$ cat config.mk
export PLATFORM = sky130hd
export DESIGN_NAME = rw_window_reducer_flat
export DESIGN_NICKNAME = d
export VERILOG_FILES = /design/src/rtl/rw_window_reducer_pkg.sv /design/src/rtl/rw_window_reducer_if.sv /design/src/rtl/rw_window_reducer_lane.sv /design/src/rtl/rw_window_reducer.sv /design/src/flat_wrapper.sv
export SDC_FILE = /design/constraint.sdc
export NUM_CORES = 1
export LEC_CHECK = 0
export CORE_ASPECT_RATIO = 1.1
export CORE_MARGIN = 4
export CORE_UTILIZATION = 50
export DETAILED_ROUTE_END_ITERATION = 12
export GPL_TIMING_DRIVEN = 0
export PLACE_DENSITY = 0.77
export SLEW_MARGIN = 20
export SYNTH_ARGS = -nofsm -noshare
export SYNTH_HDL_FRONTEND = slang
export SYNTH_SLANG_ARGS = --single-unit
$ cat constraint.sdc
create_clock -name clk -period 2.9 [get_ports clk]
set_clock_uncertainty 0.1 [all_clocks]
set_input_delay 0.58 -clock clk [delete_from_list [all_inputs] [get_ports clk]]
set_output_delay 0.58 -clock clk [all_outputs]
set_load 0.05 [all_outputs]
$ cat src/rtl/rw_window_reducer_pkg.sv
// Shared types and the per-bit reduction operator for the window reducer.
package rw_window_reducer_pkg;

  typedef enum logic [1:0] {MODE_AND, MODE_OR, MODE_XOR, MODE_LAST} mode_t;
  typedef enum logic [1:0] {ST_ACCUM, ST_EMIT, ST_HALTED} state_t;

  // LAST keeps the newest bit, which turns the reducer into a decimator.
  function automatic logic lane_op(mode_t m, logic a, logic b);
    case (m)
      MODE_AND: return a & b;
      MODE_OR:  return a | b;
      MODE_XOR: return a ^ b;
      default:  return b;
    endcase
  endfunction

endpackage

$ cat src/rtl/rw_window_reducer_if.sv
// Sample-in / frame-out stream bundle plus the halt/continue control pair.
interface rw_window_reducer_if
  import rw_window_reducer_pkg::*;
#(
  parameter int WIDTH    = 1,
  parameter int CHANNELS = 4,
  parameter int FRAME_W  = 8
);
  mode_t                        mode;
  logic                         halt;
  logic                         in_valid;
  logic                         in_ready;
  logic [CHANNELS*WIDTH-1:0]    in_data;
  logic                         out_valid;
  logic                         out_ready;
  logic [CHANNELS*WIDTH-1:0]    out_data;
  logic [FRAME_W-1:0]           out_frame;
  logic                         cont;

  modport master (
    output mode, halt, in_valid, in_data, out_ready,
    input  in_ready, out_valid, out_data, out_frame, cont
  );

  modport slave (
    input  mode, halt, in_valid, in_data, out_ready,
    output in_ready, out_valid, out_data, out_frame, cont
  );
endinterface

$ cat src/rtl/rw_window_reducer_lane.sv
// One lane of the reducer: bitwise lane_op over a WIDTH-bit sample.
module rw_lane_reduce
  import rw_window_reducer_pkg::*;
#(
  parameter int WIDTH = 1
) (
  input  mode_t            mode,
  input  logic [WIDTH-1:0] a,
  input  logic [WIDTH-1:0] b,
  output logic [WIDTH-1:0] y
);

  for (genvar i = 0; i < WIDTH; i++) begin : gBit
    assign y[i] = lane_op(mode, a[i], b[i]);
  end

endmodule

$ cat src/rtl/rw_window_reducer.sv
// Multi-lane window reducer: folds WINDOW samples per lane into one frame,
// with a sticky halt that stops the block at the next frame boundary.
module rw_window_reducer
  import rw_window_reducer_pkg::*;
#(
  parameter int WIDTH    = 1,
  parameter int CHANNELS = 4,
  parameter int WINDOW   = 4,
  parameter int FRAME_W  = 8
) (
  input  logic               clk,
  input  logic               rst,
  rw_window_reducer_if.slave bus
);

  localparam int CW = $clog2(WINDOW);
  localparam logic [CW-1:0] CNT_LAST = CW'(WINDOW - 1);

  state_t                            state;
  mode_t                             modeQ;
  logic [CW-1:0]                     cnt;
  logic [CHANNELS-1:0][WIDTH-1:0]    acc;
  logic [CHANNELS-1:0][WIDTH-1:0]    inLanes;
  logic [CHANNELS-1:0][WIDTH-1:0]    opRes;
  logic [CHANNELS-1:0][WIDTH-1:0]    outData;
  logic [FRAME_W-1:0]                outFrame;
  logic                              haltPend;
  logic                              haltNow;
  logic                              atStart;
  logic                              accept;

  assign inLanes = bus.in_data;
  assign haltNow = bus.halt | haltPend;
  assign atStart = (cnt == '0);

  // A halt seen at a frame boundary must not swallow the sample offered alongside it.
  assign bus.in_ready  = !rst && (state == ST_ACCUM) && !(haltNow && atStart);
  assign bus.out_valid = (state == ST_EMIT);
  assign bus.cont      = (state != ST_HALTED);
  assign bus.out_data  = outData;
  assign bus.out_frame = outFrame;
  assign accept        = bus.in_valid && bus.in_ready;

  for (genvar k = 0; k < CHANNELS; k++) begin : gLane
    rw_lane_reduce #(.WIDTH(WIDTH)) uLane (
      .mode (modeQ),
      .a    (acc[k]),
      .b    (inLanes[k]),
      .y    (opRes[k])
    );
  end

  always_ff @(posedge clk or posedge rst) begin
    if (rst) begin
      state    <= ST_ACCUM;
      modeQ    <= MODE_AND;
      cnt      <= '0;
      acc      <= '0;
      outData  <= '0;
      outFrame <= '0;
      haltPend <= 1'b0;
    end else begin
      if (state != ST_HALTED && bus.halt) haltPend <= 1'b1;
      case (state)
        ST_ACCUM: begin
          if (haltNow && atStart) begin
            state <= ST_HALTED;
          end else if (accept) begin
            if (atStart) begin
              // Mode is frozen for the whole window from its first sample.
              modeQ <= bus.mode;
              acc   <= inLanes;
              cnt   <= CW'(1);
            end else if (cnt == CNT_LAST) begin
              outData <= opRes;
              acc     <= '0;
              cnt     <= '0;
              state   <= ST_EMIT;
            end else begin
              acc <= opRes;
              cnt <= cnt + CW'(1);
            end
          end
        end
        ST_EMIT: begin
          if (bus.out_ready) begin
            outFrame <= outFrame + FRAME_W'(1);
            state    <= haltNow ? ST_HALTED : ST_ACCUM;
          end
        end
        default: state <= ST_HALTED;
      endcase
    end
  end

endmodule

$ cat src/flat_wrapper.sv
// flat-port wrapper written by rule: the top's interface ports become plain ports
module rw_window_reducer_flat import rw_window_reducer_pkg::*;
#(
  parameter int WIDTH    = 1,
  parameter int CHANNELS = 4,
  parameter int WINDOW   = 4,
  parameter int FRAME_W  = 8
)
  (clk, rst, bus_mode, bus_halt, bus_in_valid, bus_in_data, bus_out_ready, bus_in_ready, bus_out_valid, bus_out_data, bus_out_frame, bus_cont);
  rw_window_reducer_if #(.WIDTH(WIDTH), .CHANNELS(CHANNELS), .FRAME_W(FRAME_W)) bus_i ();
  input  logic clk;
  input  logic rst;
  input wire logic [$bits(bus_i.mode)-1:0] bus_mode;
  input wire logic [$bits(bus_i.halt)-1:0] bus_halt;
  input wire logic [$bits(bus_i.in_valid)-1:0] bus_in_valid;
  input wire logic [$bits(bus_i.in_data)-1:0] bus_in_data;
  input wire logic [$bits(bus_i.out_ready)-1:0] bus_out_ready;
  output wire logic [$bits(bus_i.in_ready)-1:0] bus_in_ready;
  output wire logic [$bits(bus_i.out_valid)-1:0] bus_out_valid;
  output wire logic [$bits(bus_i.out_data)-1:0] bus_out_data;
  output wire logic [$bits(bus_i.out_frame)-1:0] bus_out_frame;
  output wire logic [$bits(bus_i.cont)-1:0] bus_cont;
  assign bus_i.mode = bus_mode;
  assign bus_i.halt = bus_halt;
  assign bus_i.in_valid = bus_in_valid;
  assign bus_i.in_data = bus_in_data;
  assign bus_i.out_ready = bus_out_ready;
  assign bus_in_ready = bus_i.in_ready;
  assign bus_out_valid = bus_i.out_valid;
  assign bus_out_data = bus_i.out_data;
  assign bus_out_frame = bus_i.out_frame;
  assign bus_cont = bus_i.cont;
  rw_window_reducer #(.WIDTH(WIDTH), .CHANNELS(CHANNELS), .WINDOW(WINDOW), .FRAME_W(FRAME_W)) u_core (.clk(clk), .rst(rst), .bus(bus_i));
endmodule
## After elaboration in Yosys (flattened, before gate mapping)

Cells that the tools add are included.

- Logic and storage cells: 69
- Register bits: 23
- Output and inout port bits: 15

- $add $sub $neg: 2
- Muxes and demuxes: 15
- Bitwise logic cells: 15
- Equal/unequal tests: 9
- Reduce and logical (&&, ||, !) cells: 15

Operators by type and width:

| operator | number |
|---|---|
| $mux W2 | 8 |
| $pmux W1 S3 | 4 |
| $add A8 B1 Y8 const B | 1 |
| $mux W4 | 2 |
| $reduce_and A4 Y1 | 2 |
| $logic_not A2 Y1 | 3 |
| $ne A3 B3 Y1 const B | 2 |
| $logic_and A1 B1 Y1 | 5 |
| $or A1 B1 Y1 | 5 |
| $reduce_and A5 Y1 | 1 |
| $and A1 B1 Y1 | 4 |
| $eq A2 B1 Y1 const B | 2 |
| $eq A2 B2 Y1 const B | 2 |
| $ne A2 B2 Y1 const B | 2 |
| $pmux W2 S2 | 1 |
| $xor A1 B1 Y1 | 4 |
| $ne A3 B2 Y1 const B | 1 |
| $reduce_and A3 Y1 | 1 |
| $add A2 B1 Y2 const B | 1 |
| $logic_not A1 Y1 | 2 |
| $not A1 Y1 | 2 |
| $reduce_and A2 Y1 | 1 |

## Longest topological paths before layout

Gate-level depths: netlist (run 1).

- Word-level depth: 8
- Depth in mapped cells: 6
- Depth with buffers taken out: 5

## Cells and area by module

From an unflattened synthesis (run 1), not the netlist that was laid out.

- Cells, all modules: 109
- Area, all modules: 1316.3 µm²

Modules (own cells, without submodules):

| module | cells each | area an instance (µm²) | times used |
|---|---|---|---|
| rw_window_reducer | 85 | 1081.0 | 1 |
| rw_lane_reduce | 6 | 58.8 | 4 |

## Worst setup path after synthesis (run 1)

No wires, ideal clock.

- Path kind: in2out
- Start point: input rst
- End point: output bus_in_ready
- Data arrival time: 1.655 ns
- Stages: 2
- Required time: 2.220 ns
- Path buffers: 0
- Setup slack: 0.565 ns
- Cell sequence: inv_1 > and3_1

- Word-level cells in the longest chain between the ends: 3

Ends and longest elaborated chain:

| what | RTL line | RTL |
|---|---|---|
| from (decl) | flat_wrapper.sv:12 | `input logic rst;` |
| $logic_not A1 Y1 | rw_window_reducer.sv:37 | `assign bus.in_ready = !rst && (state == ST_ACCUM) && !(haltNow && atStart);` |
| $logic_and A1 B1 Y1 (2 in series) | rw_window_reducer.sv:37 |  |
| to (decl) | flat_wrapper.sv:18 | `output wire logic [$bits(bus_i.in_ready)-1:0] bus_in_ready;` |

No other way between the ends.

## Worst setup path in the final report (run 1)

- Start point: input bus_halt
- End point: output bus_in_ready

- Word-level cells in the longest chain between the ends: 4

Ends and longest elaborated chain:

| what | RTL line | RTL |
|---|---|---|
| from (decl) | flat_wrapper.sv:14 | `input wire logic [$bits(bus_i.halt)-1:0] bus_halt;` |
| $or A1 B1 Y1 | rw_window_reducer.sv:33 | `assign haltNow = bus.halt \| haltPend;` |
| $logic_and A1 B1 Y1 | rw_window_reducer.sv:37 |  |
| $logic_not A1 Y1 | rw_window_reducer.sv:37 |  |
| $logic_and A1 B1 Y1 | rw_window_reducer.sv:37 |  |

No other way between the ends.

==> results of run 1 <==
[timing repair]
action | 4_1_cts | 5_1_grt
pin swaps | 0 | 0
setup buffers | 1 | 0
endpoints found under the setup margin | 1 | 1
hold endpoints to repair | 0 | 0
gates resized for setup | 4 | 1
cloned | 1 | 0
[cells in the final DEF (no fill, tap or decap)]
cell             count
nor4b_2              1
clkinv_2             1
a21o_1               1
clkinvlp_2           1
mux2_2               7
xnor2_1              2
nor3_1               6
nand3_1              2
or4b_1               1
clkbuf_4             3
buf_2                1
buf_4                1
nand2_1              8
nor2b_1              2
clkdlybuf4s50_1     24
inv_1               18
clkdlybuf4s15_2      1
a21oi_1              1
a22oi_1              1
ha_2                 1
and3_1               1
nand2b_1             1
dfrtp_1             23
o21ai_1              1
nand4_1              4
ha_1                12
nor2_1               5
o211ai_1             2
a221o_1              2
mux2i_1              2
nand4b_1             1
or3_1                1
nand4bb_1            1
mux4_2               4
o21a_1               1
xor2_1               5
clkinvlp_4           1
o21ai_0              3
[power breakdown]
part / leakage (nW) / switching [mW] / internal, mW
Clock: 0.0177 / 0.100 / 0.0515
Combinational: 0.469 / 0.0235 / 0.0199
Sequential: 0.302 / 0.000510 / 0.321
Total: 0.789 / 0.124 / 0.393
[sequential cells by signal, indices dropped and copies added, names as in the netlist]
signal	count
u_core.state	2
u_core.cnt	2
u_core.acc	4
u_core.bus.out_data	4
u_core.haltPend	1
u_core.modeQ	2
u_core.bus.out_frame	8
[worst min-delay path by stage]
stage / to / slack, ns / start / depth (start not counted)
final: u_core.bus.out_frame[2]$_DFFE_PP0P_ / 0.41 / u_core.bus.out_frame[2]$_DFFE_PP0P_ / 1
after global routing: u_core.bus.out_frame[7]$_DFFE_PP0P_ / 0.43 / u_core.bus.out_frame[7]$_DFFE_PP0P_ / 1
after CTS: u_core.bus.out_frame[2]$_DFFE_PP0P_ / 0.42 / u_core.bus.out_frame[2]$_DFFE_PP0P_ / 1
after detailed placement: u_core.bus.out_frame[2]$_DFFE_PP0P_ / 0.39 / u_core.bus.out_frame[2]$_DFFE_PP0P_ / 1
after global placement: u_core.bus.out_frame[7]$_DFFE_PP0P_ / 0.36 / u_core.bus.out_frame[7]$_DFFE_PP0P_ / 1
after floorplan: u_core.haltPend$_DFFE_PP0P_ / 0.37 / u_core.haltPend$_DFFE_PP0P_ / 1
[critical path, stage by stage]
cell,delay [ns]
clkdlybuf4s50_1,0.47
o21ai_1,0.42
and3_1,0.25
clkdlybuf4s15_2,0.37
[through the flow]
stage	instances	power [mW]	hold WS (ns)
after global placement	179	0.366	0.357
after CTS	184	0.522	0.417
after floorplan	123	0.345	0.366
after detailed placement	179	0.369	0.394
after global routing	184	0.543	0.430
final	184	0.517	0.407
[metal layers]
metal | GRT usage | vias to the layer above
li1 | - | 483
met1 | 0.221 | 501
met2 | 0.302 | 29
met3 | 0.0311 | 6
met4 | 0.0783 | 0
met5 | 0 | -
[final cells by class]
type                            count  area share
Clock buffer                        3      0.0135
Inverter                           19      0.0448
Timing Repair inverter              1     0.00299
Tap cell                           31      0.0232
Buffer                              1     0.00299
Multi-Input combinational cell     79       0.411
Sequential cell                    23       0.344
Timing Repair Buffer               26       0.155
Clock inverter                      1     0.00299
[cell families after synthesis]
logic type | Yosys count | synth area share
mux | 13 | 0.141
buf+inv | 21 | 0.0597
flops | 23 | 0.429
compound gates | 12 | 0.0616
fa+ha+maj | 13 | 0.121
simple gates | 34 | 0.142
xor+xnor | 7 | 0.0457
==> flow_metrics.py, run 1 <==
metrics = {
    "outcome": {
        "status": "complete, no violations",
    },
    "floorplan": {
        "core_um2": 2540,
        "die_h_um": 62.3,
        "ios": 26,
        "dieArea_um2": 3580,
        "rows": 19,
        "start_util": 0.527,
        "die_x_um": 57.4,
    },
    "detailed_routing": {
        "met2WireLength_um": 1510,
        "wl_per_cell_um": 15.8,
        "dr.max_layer_used": "met4",
        "ant_nets": 0,
        "viasPerCell": 5.54,
        "drc": 0,
        "drt_iter0_drc": 33,
        "first_pass_iters": 4,
        "wl_um": 2910,
        "vias": 1019,
        "wl_met3_um": 143,
        "wl_met1_um": 1210,
    },
    "critical_path": {
        "reg2reg_from": "u_core.cnt[0]$_DFFE_PP0P_",
        "reg2regPathDepth": 5,
        "start_kind": "input port",
        "r2r_slack_ns": 0.87,
        "worstSetupPathType": "in2out",
        "crit_path_end_kind": "output port",
        "critical_path_peak_fanout": 7,
        "cp.required_ns": 2.22,
        "r2r-end": "u_core.bus.out_data[2]$_DFFE_PP0P_",
        "arrival_ns": 2.10,
        "crit_path_start": "bus_halt",
        "endpoint": "bus_in_ready",
    },
    "clocking": {
        "insertion_delay_ns": 0.31,
        "postCtsHoldBufs": 0,
        "cts_tree": "built",
        "cts_made_buffers": 3,
        "htreeDepth": 1,
        "clockRootBuffer": "clkbuf_4",
        "clkTransAtPathRegs_ns": 0.13,
        "cts.path.max_buffers": 2,
        "cts_sinks": 23,
    },
    "sta": {
        "min_period_over_period": 0.960,
        "finalMaxSlewViolations": 0,
        "final-setup-viol-count": 0,
        "fin_ws_ns": 0.116,
        "hold_viol": 0,
        "layout_min_cycle_time_ns": 2.78,
        "worst_slew_pin_slew_ns": 0.626,
        "rsz0062_at_grt": "no",
        "relSlewSlack": 0.581,
        "max_freq_mhz": 359,
        "tns_ns": 0,
    },
    "grt": {
        "grt_max_degree": 14,
        "grt_first_pass_wirelength_um": 5060,
        "antenna_found_initial": 0,
        "grt_pass1_vias": 1122,
        "grt_use_total": 0.180,
        "overflow": 0,
    },
    "synthesis": {
        "synth_cell_type_count": 31,
        "synthTopCellsByArea": "dfrtp_1 43%, ha_1 12%, mux4_2 6.7%, mux2_2 5.9%, inv_1 5.3%",
        "synth_async_sr_flop_share": 1.00,
        "synth_commonest_cells": "23 x dfrtp_1, 19 x inv_1, 13 x ha_1, 8 x nand2_1, 7 x mux2_2",
        "yosys.cell_count.top_type": "dfrtp_1",
        "syn_nets": 147,
        "synth_area_leader_cell": "dfrtp_1",
        "synth_top_area_frac": 0.429,
        "synth_cells": 123,
        "synth_flop_cell": "dfrtp_1",
        "synth_edf_count": 0,
        "avgSynthCellArea_um2": 10.9,
        "ys_ff_latch": 23,
        "seq_area_frac_synth": 0.429,
        "syn_area_um2": 1340,
        "yosysWarningCount": 0,
    },
    "placed_design": {
        "dpl_cell_area_um2": 1630,
        "dpl.hpwl_um": 2180,
        "io_buffer_count": 25,
        "pre_cts_ws_ns": -0.683,
        "place_congestion": 0.831,
    },
    "layout": {
        "nets": 178,
        "final_area_um2": 1670,
        "num_antenna_cells": 0,
        "n_fill_cell": 212,
        "finish.utilization": 0.658,
        "seq_area_um2": 576,
        "area_growth_pct": 24.8,
        "drive_above_1_share": 0.144,
        "multi_input_area_um2": 688,
    },
    "worst_hold_path": {
        "hold_class": "reg2reg",
    },
    "pwr": {
        "leakagePower_nw": 0.789,
        "power_density_nw_per_um2": 309,
        "vdd_drop_max_v": 0.000286,
    },
    "job": {
        "maxCapViolCount": 0,
    },
}
Note: power is estimated with default switching activity, not from simulation.
==> run 2, diff against run 1 <==
--- a/config.mk
+++ b/config.mk
@@ -5,6 +5,7 @@
 export SDC_FILE = /design/constraint.sdc
 export NUM_CORES = 1
 export LEC_CHECK = 0
+export ABC_AREA = 0
 export CORE_ASPECT_RATIO = 1.1
 export CORE_MARGIN = 4
 export CORE_UTILIZATION = 50
==> results of run 2 <==
Same layout as run 1: the final DEF is identical, and so are final timing and power.
